**src/rtl/risc_pkg.sv**
```systemverilog
// Shared definitions for the register-file write path: widths, register count
// and the queued write-entry layout.
package risc_pkg;

  localparam int unsigned DATA_WIDTH = 8;
  localparam int unsigned SEL_WIDTH  = 3;
  localparam int unsigned NUM_REGS   = 8;

  typedef struct packed {
    logic [SEL_WIDTH-1:0]  sel;
    logic [DATA_WIDTH-1:0] data;
  } wr_entry_t;

endpackage

```
**src/rtl/wq_fifo.sv**
```systemverilog
// In-order write queue: DEPTH-entry synchronous FIFO exporting its entry array
// and per-slot valid bits so the owner can see every outstanding write.
module wq_fifo #(
  parameter int unsigned DEPTH = 2,
  parameter type         T     = risc_pkg::wr_entry_t
) (
  input  logic                   clk,
  input  logic                   rst,
  input  logic                   push,
  input  T                       push_data,
  input  logic                   pop,
  output T                       head,
  output logic [$clog2(DEPTH):0] count,
  output logic [DEPTH-1:0]       entry_valid,
  output T                       entries [DEPTH]
);

  localparam int unsigned PW = $clog2(DEPTH);
  localparam int unsigned CW = PW + 1;

  T              r_mem [DEPTH];
  logic [PW-1:0] r_wr_ptr;
  logic [PW-1:0] r_rd_ptr;
  logic [CW-1:0] r_count;
  logic [PW-1:0] w_off;

  // Pointers are PW bits wide, so DEPTH being a power of two makes them wrap for free.
  always_ff @(posedge clk or posedge rst) begin
    if (rst) begin
      r_wr_ptr <= '0;
      r_rd_ptr <= '0;
      r_count  <= '0;
    end else begin
      if (push) r_wr_ptr <= r_wr_ptr + PW'(1);
      if (pop)  r_rd_ptr <= r_rd_ptr + PW'(1);
      case ({push, pop})
        2'b10:   r_count <= r_count + CW'(1);
        2'b01:   r_count <= r_count - CW'(1);
        default: r_count <= r_count;
      endcase
    end
  end

  always_ff @(posedge clk) begin
    if (push) r_mem[r_wr_ptr] <= push_data;
  end

  // A slot is live when its distance from the read pointer is below the occupancy.
  always_comb begin
    entry_valid = '0;
    w_off       = '0;
    for (int unsigned i = 0; i < DEPTH; i++) begin
      w_off          = PW'(i) - r_rd_ptr;
      entry_valid[i] = ({1'b0, w_off} < r_count);
    end
  end

  assign head    = r_mem[r_rd_ptr];
  assign count   = r_count;
  assign entries = r_mem;

endmodule

```
**src/rtl/reg_write_demux.sv**
```systemverilog
// Queued 1-to-8 register write demux: buffers (sel, data) requests and commits
// the head into one of eight registers, flagging registers with writes in flight.
module reg_write_demux #(
  parameter int unsigned          DATA_WIDTH  = risc_pkg::DATA_WIDTH,
  parameter int unsigned          DEPTH       = 2,
  parameter logic [DATA_WIDTH-1:0] RESET_VALUE = '0
) (
  input  logic                   clk,
  input  logic                   reset,
  input  logic                   wr_valid,
  output logic                   wr_ready,
  input  logic [2:0]             wr_sel,
  input  logic [DATA_WIDTH-1:0]  wr_data,
  input  logic                   drain_en,
  output logic [DATA_WIDTH-1:0]  out0,
  output logic [DATA_WIDTH-1:0]  out1,
  output logic [DATA_WIDTH-1:0]  out2,
  output logic [DATA_WIDTH-1:0]  out3,
  output logic [DATA_WIDTH-1:0]  out4,
  output logic [DATA_WIDTH-1:0]  out5,
  output logic [DATA_WIDTH-1:0]  out6,
  output logic [DATA_WIDTH-1:0]  out7,
  output logic [7:0]             pending,
  output logic [$clog2(DEPTH):0] count
);

  import risc_pkg::*;

  localparam int unsigned CW = $clog2(DEPTH) + 1;

  typedef struct packed {
    logic [SEL_WIDTH-1:0]  sel;
    logic [DATA_WIDTH-1:0] data;
  } entry_t;

  entry_t                w_push_entry;
  entry_t                w_head;
  entry_t                w_entries [DEPTH];
  logic [DEPTH-1:0]      w_valid;
  logic [CW-1:0]         w_count;
  logic                  w_push;
  logic                  w_pop;
  logic [NUM_REGS-1:0]   w_wr_en;
  logic [DATA_WIDTH-1:0] r_regs [NUM_REGS];

  // Ready is derived from registered occupancy only, so a same-edge pop from a
  // full queue reopens it one cycle later.
  assign wr_ready     = (w_count < CW'(DEPTH)) && !reset;
  assign w_push       = wr_valid && wr_ready;
  assign w_pop        = drain_en && (w_count != '0);
  assign w_push_entry = '{sel: wr_sel, data: wr_data};

  wq_fifo #(
    .DEPTH (DEPTH),
    .T     (entry_t)
  ) u_wq_fifo (
    .clk         (clk),
    .rst         (reset),
    .push        (w_push),
    .push_data   (w_push_entry),
    .pop         (w_pop),
    .head        (w_head),
    .count       (w_count),
    .entry_valid (w_valid),
    .entries     (w_entries)
  );

  always_comb begin
    w_wr_en = '0;
    for (int unsigned k = 0; k < NUM_REGS; k++) begin
      w_wr_en[k] = w_pop && (w_head.sel == SEL_WIDTH'(k));
    end
  end

  always_ff @(posedge clk or posedge reset) begin
    if (reset) begin
      for (int unsigned k = 0; k < NUM_REGS; k++) r_regs[k] <= RESET_VALUE;
    end else begin
      for (int unsigned k = 0; k < NUM_REGS; k++) begin
        if (w_wr_en[k]) r_regs[k] <= w_head.data;
      end
    end
  end

  always_comb begin
    pending = '0;
    for (int unsigned i = 0; i < DEPTH; i++) begin
      if (w_valid[i]) pending[w_entries[i].sel] = 1'b1;
    end
  end

  assign count = w_count;
  assign out0  = r_regs[0];
  assign out1  = r_regs[1];
  assign out2  = r_regs[2];
  assign out3  = r_regs[3];
  assign out4  = r_regs[4];
  assign out5  = r_regs[5];
  assign out6  = r_regs[6];
  assign out7  = r_regs[7];

endmodule

```
**config.mk**
```make
export PLATFORM = sky130hd
export DESIGN_NAME = reg_write_demux
export DESIGN_NICKNAME = d
export VERILOG_FILES = /design/src/rtl/risc_pkg.sv /design/src/rtl/wq_fifo.sv /design/src/rtl/reg_write_demux.sv
export SDC_FILE = /design/constraint.sdc
export NUM_CORES = 1
export LEC_CHECK = 0
export CORE_MARGIN = 8
export CORE_UTILIZATION = 51
export CTS_BUF_LIST = sky130_fd_sc_hd__clkbuf_2 sky130_fd_sc_hd__clkbuf_4 sky130_fd_sc_hd__clkbuf_8
export CTS_CLUSTER_SIZE = 28
export DETAILED_ROUTE_END_ITERATION = 12
export PLACE_DENSITY_LB_ADDON = 0.15
export REMOVE_ABC_BUFFERS = 1
export SYNTH_ARGS = -nofsm -noshare
export SYNTH_HDL_FRONTEND = slang
export SYNTH_SLANG_ARGS = --single-unit
```
**constraint.sdc**
```tcl
create_clock -name clk -period 2.1 [get_ports clk]
set_input_delay 0.21 -clock clk [delete_from_list [all_inputs] [get_ports clk]]
set_output_delay 0.21 -clock clk [all_outputs]
set_load 0.1 [all_outputs]
```
# After elaboration in Yosys (flattened, before gate mapping)
# Index checks and enable logic that the tools add are counted.
# totals
register_bits,90
latchBits,0
ram_bits,0
mem_bits_ro,0
output_inout_bits,75
wordCells,74
memories,0
# op_classes
addsub,6
n_mul,0
n_div,0
order_cmp,10
eq_ne,9
shifts,0
muxes,13
bitwise_logic,3
reduce_logical,18
# ops
op,count
$mux 11,4
$bwmux 22,1
$mux 8,2
$logic_and 1x1->1,14
$eq 3x3->1 const B,4
$demux 11 s1,1
$lt 3x4->1 const B,2
$or 8x8->8,1
$demux 1 s3,2
$eq 3x2->1 const B,2
$ge 3x1->1 const B,2
$ge 2x2->1 const B,2
$lt 1x2->1,2
$not 1->2,2
$pmux 2 s2,1
$reduce_bool 2->1,2
$eq 3x1->1 const B,1
$logic_not 3->1,1
$add 1x1->1 const B,2
$add 2x1->2 const B,1
$eq 2x1->1 const B,1
$eq 2x2->1 const B,1
$lt 2x1->1 const B,1
$lt 2x2->1 const B,1
other kinds (4),6

# Depth between registers and ports, before layout
# Gate-level depths: netlist of run 1.
# logic_depth
ltp_word,7
mapped_depth,7
mapped_depth_nobuf,6

# Cells and area by module
# From an unflattened synthesis of run 1, not the netlist that was laid out.
# hier_totals
cells_unflattened,218
hier_area_um2,3587.2
# modules_own_cells
mod,n_inst,cells_each,area_each_um2,seq_area_each_um2
reg_write_demux,1,166,2592.5,1601.5
wq_fifo,1,52,994.7,760.7

# Worst setup path after synthesis of run 1
# No wires, ideal clock.
# synth_timing
path_type,reg-to-output
startpoint,reg u_wq_fifo.r_count[0] (netlist: u_wq_fifo.count[0])
endpoint,out pending[1]
arrival_ns,3.726
required_time_ns,1.890
setup_slack_ns,-1.836
path_stages_with_launch,4
cell_sequence,dfrtp_1 > nor2b_1 > o21ai_0 > o32ai_1
# synth_via
elab_chain_len,4
word_cells_on_any_way,5
# synth_lines
element,line,rtl
from (decl),wq_fifo.sv:24,logic [CW-1:0] r_count;
from (signal assigned),wq_fifo.sv:37,2'b10: r_count <= r_count + CW'(1);
from (signal assigned),wq_fifo.sv:38,2'b01: r_count <= r_count - CW'(1);
from (signal assigned),wq_fifo.sv:39,default: r_count <= r_count;
$lt 1x2->1,wq_fifo.sv:54,"entry_valid[i] = ({1'b0, w_off} < r_count);"
$mux 8,reg_write_demux.sv:88,if (w_valid[i]) pending[w_entries[i].sel] = 1'b1;
$or 8x8->8 (no source line),n/a,
$mux 8 (*),reg_write_demux.sv:88,
to (decl),reg_write_demux.sv:23,"output logic [7:0] pending,"
# Every way passes the cells marked *; elsewhere a longest branch is shown, timed or not.

# Worst setup path in the final report of run 1
# layout_timing
startpoint,reg u_wq_fifo.r_rd_ptr
endpoint,"reg r_regs, in the netlist out4[1]"
# layout_via
elab_chain_len,6
# layout_lines
element,line,rtl
from (decl),wq_fifo.sv:23,logic [PW-1:0] r_rd_ptr;
from (signal assigned),wq_fifo.sv:35,if (pop) r_rd_ptr <= r_rd_ptr + PW'(1);
$not 1->2 (not written as such) (*),wq_fifo.sv:58,assign head = r_mem[r_rd_ptr];
$mux 11 (not written as such) (*) (3 in a row),wq_fifo.sv:58,
$eq 3x3->1,reg_write_demux.sv:71,w_wr_en[k] = w_pop && (w_head.sel == SEL_WIDTH'(k));
$logic_and 1x1->1,reg_write_demux.sv:71,
"to (signal, indexed assignment)",reg_write_demux.sv:80,if (w_wr_en[k]) r_regs[k] <= w_head.data;
to (decl),reg_write_demux.sv:44,logic [DATA_WIDTH-1:0] r_regs [NUM_REGS];
# Every way passes the cells marked *; elsewhere a longest branch is shown, timed or not. The select of a mux whose other input is x is not followed.
# A chain may end at the register's enable or synchronous reset.

==> out/results.tsv, run 1 <==
stage	metric	value	unit
detailed_routing	iteration count of the initial detailed-routing pass	4	
synth	total of warnings raised by yosys	0	
setup_path	worst setup path start	u_wq_fifo.r_rd_ptr	
global_routing	overall track demand over capacity in global routing	0.177	
final_layout	final std cells w/o fill	440	
cts	cts bufs inserted	9	
global_routing	largest net degree at the start of global routing	57	
sta	Post-Route Skew	0.00742	ns
die	I/O pin count	90	
synth	sequential area share after synthesis	0.645	
global_routing	wire length of the first global-routing pass	13600	µm
die	DIE AREA	10200	µm²
die	core area	7100	µm²
detailed_routing	post-route DRC violation count	0	
synth	Mapped Cells	219	
setup_path	reg-to-reg setup timing slack	0.02	ns
detailed_routing	Via density	5.27	
setup_path	Required @ worst endpoint	2.34	ns
global_routing	met2 capacity usage during global routing	0.274	
setup_path	maximum fanout along the worst path	6	
cts	Clk Latency, worst-skew pair	0.35	ns
setup_path	CP startpoint kind	flop	
cts	root cell of the clock tree	clkbuf_8	
sta	count of endpoints failing hold in the final timing report	0	
run_status	outcome	finished, final reports clean	
setup_path	kind of critical path	reg2reg	
final_layout	share of final-layout standard cells stronger than drive strength 1	0.601	
die	die outline width	101	µm
global_routing	number of global-route vias before repair	2425	
placed_design	number of I/O port buffers	89	
die	std cell rows	31	
cts	H-Tree Level Count	3	
detailed_routing	number of nets with antenna violations after routing	0	
synth	area fraction of the dominant cell type after synthesis	0.464	
sta	RSZ-0062 raised after global routing	true	
sta	sum of negative setup slack	0	ns
global_routing	antenna violations before repair	0	
sta	crit share post-route	0.993	
final_layout	number of antenna diodes	0	
sta	Min Clock Period, post-route	2.08	ns
synth	number of synthesized flops with an enable pin	22	
synth	post-synthesis instance area	3660	µm²
final_layout	synth-to-layout area growth	37.5	%
detailed_routing	drt total wl	8570	µm
min_path	Worst Hold Class	in2async	
placed_design	Cells after DPL	423	
setup_path	arrival time reported for the critical path endpoint	2.32	ns
global_routing	met3 track demand over resource in global routing	0.0566	
synth	largest cells by area after synthesis	dfrtp_1 46%, mux2_2 22%, edfxtp_1 18%, a211oi_4 3.8%, o22ai_1 1.0%	
sta	Max Clock Freq	480	MHz
cts	clock tree from TritonCTS	yes	
cts	maximum root-to-sink buffer count	2	
cts	clock transition at the registers of the reported paths	0.09	ns
cts	Clock Sink Count	90	
detailed_routing	WL per Instance	19.5	µm
placed_design	Detailed Place HPWL	6160	µm
final_layout	net count of the finished layout	352	
die	vertical die dimension	101	µm
sta	Worst Tran Pin Value	0.566	ns
placed_design	final estimated routing congestion in global placement	0.888	
detailed_routing	via count of the routed design	2318	
synth	largest area contributor in the synthesized netlist	dfrtp_1	
global_routing	routing layer with the top usage in global route	met2	
synth	Synth Flop Type	dfrtp_1	
cts	Hold Buf Count CTS	0	
run	max-cap check violation count	0	
global_routing	global-route track usage on met1	0.230	
synth	post-synth cell types	29	
synth	fraction of synthesis flops using an asynchronous set or reset pin	0.756	
detailed_routing	Iteration-0 DRC Markers	127	
synth	post-synthesis sequential element count	90	
die	initial core utilization	0.516	
synth	average cell area after synthesis	16.7	µm²
sta	Slew Limit Headroom	0.615	
setup_path	Crit. End Element	flop	
global_routing	overall overflow remaining after global route	0	
sta	max-slew violation total from the final report	0	
sta	count of endpoints failing setup in the final report	0	
setup_path	worst reg2reg startpoint	u_wq_fifo.r_rd_ptr	
final cells by class:
type / count / area (µm²)
fill: 502 / 2060
clock inverter: 5 / 86.3
clock buffer: 11 / 145
multi-input combinational: 123 / 1320
inverter: 3 / 11.3
sequential: 90 / 2360
tap: 99 / 124
timing repair buffer: 109 / 991
worst max-delay path, stage by stage (launching register included):
cell,delay (ns)
dfrtp_1,0.42
buf_4,0.15
buf_4,0.15
or3_1,0.42
a211oi_4,0.30
buf_4,0.20
mux2_2,0.34
metal layers:
metal | share of wire | up-vias
li1 | - | 1046
met1 | 0.46 | 1189
met2 | 0.47 | 75
met3 | 0.064 | 8
met4 | 0.0074 | 0
met5 | 0 | -
through the flow:
step	util	hold WS, ns	area (µm²)	setup WS [ns]
global placement	0.670	0.476	4750	0.165
finish	0.710	0.142	5040	0.0154
floorplan	-	0.309	3640	-1.84
detailed placement	0.670	0.497	4750	0.122
CTS	0.706	0.136	5010	-0.0317
global route	0.710	0.162	5040	-0.0597
cells by family after synthesis:
group	Yosys count	synth area share
simple gates	23	0.0403
buf+inv	6	0.00854
fa+ha+maj	1	0.00341
xor+xnor	5	0.0120
compound gates	20	0.0628
flops	90	0.645
mux	74	0.228
final timing paths:
check                           cells past startpoint                    to
worst min register to register                      1    u_wq_fifo.r_wr_ptr
worst min-delay path                                2    u_wq_fifo.r_wr_ptr
min in group clk                                    1  u_wq_fifo.entries[7]
worst max register to register                      6               out4[1]
worst max-delay path                                6               out4[1]
max in group asynchronous                           3               out5[2]
cell usage in the layout, fill, tap and decap left out, types with 4 or more instances in the layout:
cell type        synthesis  routed
clkbuf_8                 0      10
edfxtp_1                22      22
mux2_2                  73      73
o22ai_1                  6       4
a211oi_4                 7       7
xnor2_1                  4       4
buf_4                    2      84
dfrtp_1                 68      68
buf_12                   0      11
clkdlybuf4s50_1          0      14
synth_stat cells (3+ instances only):
cell type / count
nand2_1: 3
nand2b_1: 3
nand3b_1: 3
nor2_1: 3
o22ai_1: 6
dfrtp_1: 68
xnor2_1: 4
a211oi_4: 7
mux2_2: 73
inv_1: 3
edfxtp_1: 22
timing repair:
| action | in CTS | in global routing |
|---|---|---|
| resized for setup | 5 | 3 |
| cloned | 0 | 0 |
| buffers inserted | 0 | 1 |
| pin swaps | 0 | 1 |
| setup endpoints to repair | 4 | 4 |
sequential cells by signal (all words and copies together) (netlist names):
name                flops
out6                    8
out2                    8
out3                    8
out0                    8
u_wq_fifo.r_wr_ptr      1
out1                    8
u_wq_fifo.count         2
out5                    8
u_wq_fifo.r_rd_ptr      1
u_wq_fifo.entries      22
out7                    8
out4                    8
Power of run 1 is not shown: default switching activity piles up to over one toggle a cycle in this logic, so the estimate is an artifact.
==> run 2, diff against run 1 <==
--- a/config.mk
+++ b/config.mk
@@ -5,9 +5,10 @@
 export SDC_FILE = /design/constraint.sdc
 export NUM_CORES = 1
 export LEC_CHECK = 0
+export ABC_AREA = 1
 export CORE_MARGIN = 8
-export CORE_UTILIZATION = 51
-export CTS_BUF_LIST = sky130_fd_sc_hd__clkbuf_2 sky130_fd_sc_hd__clkbuf_4 sky130_fd_sc_hd__clkbuf_8
+export CORE_UTILIZATION = 52
+export CTS_BUF_LIST = sky130_fd_sc_hd__clkbuf_8
 export CTS_CLUSTER_SIZE = 28
 export DETAILED_ROUTE_END_ITERATION = 12
 export PLACE_DENSITY_LB_ADDON = 0.15
==> run 2 against run 1 <==
  * Worst hold slack better by 0.12 ns
  * Critical path depth did not move
  * Via count grew 34%
  * Synthesized area is 7.1% higher
  * Global-route usage up 1.1 points
  * Clock skew up 0.0049 ns
  * Flip-flop and latch count is the same
  * Synthesized cell count grew 88%
==> out/results.tsv, run 2 <==
stage	metric	value	unit	change
sta	Worst Tran Pin Value	0.487	ns	was 0.566 ns
detailed_routing	post-route DRC violation count	0		unchanged
cts	Setup Fix Bufs, Post-CTS	0		unchanged
synth	Mapped Cells	411		was 219
die	DIE AREA	10600	µm²	was 10,200 µm²
sta	max-slew violation total from the final report	0		unchanged
global_routing	overall overflow remaining after global route	0		unchanged
setup_path	CP startpoint kind	flop		unchanged
detailed_routing	number of nets with antenna violations after routing	0		unchanged
synth	Synth Flop Type	dfrtp_1		unchanged
global_routing	overall track demand over capacity in global routing	0.188		was 0.177
detailed_routing	via count of the routed design	3113		was 2,318
synth	number of synthesized flops with an enable pin	22		unchanged
final_layout	number of fill cells in the layout	589		was 502
final_layout	max FFs per register	22		unchanged
final_layout	Final Util	0.684		was 0.710
cts	Clk Latency, worst-skew pair	0.36	ns	was 0.35 ns
synth	largest cells by area after synthesis	dfrtp_1 43%, nand2_1 17%, edfxtp_1 17%, nand3_1 9.2%, nor2_8 3.1%		was dfrtp_1 46%, mux2_2 22%, edfxtp_1 18%, a211oi_4 3.8%, o22ai_1 1.0%
sta	Min Clock Period, post-route	1.93	ns	was 2.08 ns
cts	Hold Buf Count CTS	0		unchanged
global_routing	wire length of the first global-routing pass	15200	µm	was 13,600 µm
detailed_routing	Iteration-0 DRC Markers	282		was 127
setup_path	worst reg2reg startpoint	u_wq_fifo.count[1]		was u_wq_fifo.r_rd_ptr
cts	clock tree from TritonCTS	yes		unchanged
synth	sequential area share after synthesis	0.602		was 0.645
sta	RSZ-0062 raised after global routing	false		was true
final_layout	number of antenna diodes	0		unchanged
final_layout	most frequent cells in the layout	179 x nand2_1, 72 x nand3_1, 72 x buf_4		was 84 x buf_4, 73 x mux2_2, 68 x dfrtp_1
final_layout	most frequent standard cell in the layout excluding fill and tap cells	nand2_1		was buf_4
setup_path	maximum fanout along the worst path	16		was 6
die	core area	7290	µm²	was 7100 µm²
run_status	outcome	finished, final reports clean		unchanged
sta	Post-Route Skew	0.0124	ns	was 0.00742 ns
global_routing	antenna violations before repair	0		unchanged
setup_path	Crit. End Element	output pin		was flop
synth	post-synthesis sequential element count	90		unchanged
die	initial core utilization	0.538		was 0.516
synth	most common cell in the synthesized netlist	nand2_1		was mux2_2
setup_path	arrival time reported for the critical path endpoint	1.72	ns	was 2.32 ns
synth	fraction of synthesis flops using an asynchronous set or reset pin	0.756		unchanged
cts	root cell of the clock tree	clkbuf_8		unchanged
placed_design	final estimated routing congestion in global placement	0.826		was 0.888
cts	cts bufs inserted	9		unchanged
detailed_routing	WL per Instance	15.4	µm	was 19.5 µm
sta	crit share post-route	0.918		was 0.993
die	die outline width	103	µm	was 101 µm
die	I/O pin count	90		unchanged
cts	Clock Sink Count	90		unchanged
detailed_routing	iteration count of the initial detailed-routing pass	4		unchanged
run	max-cap check violation count	0		unchanged
sta	final setup slack of the worst path	0.172	ns	was 0.0154 ns
global_routing	largest net degree at the start of global routing	69		was 57
sta	count of endpoints failing hold in the final timing report	0		unchanged
placed_design	setup slack at placement	0.210	ns	was 0.122 ns
synth	post-synthesis instance area	3930	µm²	was 3660 µm²
cts	clock transition at the registers of the reported paths	0.09	ns	about the same
final_layout	share of final-layout standard cells stronger than drive strength 1	0.250		was 0.601
placed_design	Cells after DPL	592		was 423
setup_path	kind of critical path	reg2out		was reg2reg
sta	count of endpoints failing setup in the final report	0		unchanged
detailed_routing	Via density	5.12		was 5.27
final_layout	final std cells w/o fill	608		was 440
die	std cell rows	31		unchanged
final_layout	synth-to-layout area growth	27.1	%	was 37.5%
cts	H-Tree Level Count	3		unchanged
min_path	Worst Hold Class	in2async		unchanged
synth	post-synth cell types	20		was 29
final_layout	net count of the finished layout	520		was 352
setup_path	worst setup path start	u_wq_fifo.r_rd_ptr		unchanged
cts	maximum root-to-sink buffer count	2		unchanged
synth	average cell area after synthesis	9.55	µm²	was 16.7 µm²
setup_path	R2R Path End	u_wq_fifo.count[1]		was out4[1]
sta	Slew Limit Headroom	0.675		was 0.615
synth	area fraction of the dominant cell type after synthesis	0.434		was 0.464
sta	Max Clock Freq	519	MHz	was 480 MHz
synth	largest area contributor in the synthesized netlist	dfrtp_1		unchanged
detailed_routing	drt total wl	9380	µm	was 8570 µm
synth	total of warnings raised by yosys	0		unchanged
setup_path	reg-to-reg setup timing slack	0.31	ns	was 0.02 ns
die	vertical die dimension	103	µm	was 101 µm
final_layout	area used by sequential logic in the layout	2360	µm²	unchanged
setup_path	Required @ worst endpoint	1.89	ns	was 2.34 ns
global_routing	number of global-route vias before repair	3070		was 2,425
final_layout	footprint of the multi-input gates	1400	µm²	was 1320 µm²
synth	most instantiated cells after synthesis	179 x nand2_1, 72 x nand3_1, 68 x dfrtp_1		was 73 x mux2_2, 68 x dfrtp_1, 22 x edfxtp_1
setup_path	worst-case reg-to-reg path depth	6		unchanged
placed_design	Detailed Place HPWL	6460	µm	was 6160 µm
placed_design	number of I/O port buffers	89		unchanged
==> run 2: cell types whose count changed after synthesis, moves of 7 or more <==
cell and change:
buf_6 +8, mux2_2 -73, nor2_1 +7, a211oi_4 -7, nand2_1 +176, nand3_1 +71, nand2_2 +13
==> run 2: cell families (layout without fill, tap and decap cells) <==
family | after synthesis | in the layout | share of synthesized area
compound gates | 8 | 8 | 0.0131
xor+xnor | 4 | 4 | 0.00893
fa+ha+maj | 1 | 1 | 0.00319
buf+inv | 26 | 124 | 0.0446
flops | 90 | 90 | 0.602
simple gates | 282 | 282 | 0.328
==> run 2: metrics by stage <==
stage / setup TNS (ns) / instance area (µm²) / hold slack [ns]
6_report: 0 / 4990 / 0.264
5_1_grt: 0 / 4990 / 0.318
4_1_cts: 0 / 4980 / 0.273
3_5_place_dp: 0 / 4800 / 0.459
3_3_place_gp: 0 / 4800 / 0.457
2_1_floorplan: -43.16 / 3790 / 0.309
==> run 2: how the worst max path moves through the flow <==
| stage | to | slack, ns |
|---|---|---|
| 2_1_floorplan | pending[2] | -1.57 |
| 3_3_place_gp | u_wq_fifo.count[1] | 0.28 |
| 3_5_place_dp | u_wq_fifo.count[1] | 0.21 |
| 4_1_cts | pending[7] | 0.04 |
| 5_1_grt | pending[6] | 0.06 |
| 6_report | pending[7] | 0.17 |
==> run 2: repair_timing <==
action                                  4_1_cts  5_1_grt
gates resized for setup                       0        4
endpoints found under the setup margin        0        5
endpoints found under the hold margin         0        0
==> run 2: per-layer routing <==
layer / track usage / vias up / share of wire
li1: - / 1517 / -
met2: 0.307 / 107 / 0.48
met5: 0 / - / 0
met4: 0.0612 / 0 / 0.015
met3: 0.0344 / 18 / 0.077
met1: 0.248 / 1471 / 0.42
==> run 2: critical path, stage by stage, from the launching register on <==
cell     delay [ns]
dfrtp_1        0.42
inv_4          0.16
a21oi_1        0.15
nor2_2         0.19
nand2_1        0.08
o21ai_0        0.15
buf_12         0.22
==> run 2: area by class of cell <==
cell class                      count  area share
Sequential cell                    90       0.474
Multi-Input combinational cell    295       0.280
Timing Repair Buffer               96       0.177
Clock buffer                        9      0.0248
Tap cell                           99      0.0248
Clock inverter                      7      0.0105
Inverter                           12     0.00953
Power of run 2 is left out for the same reason.
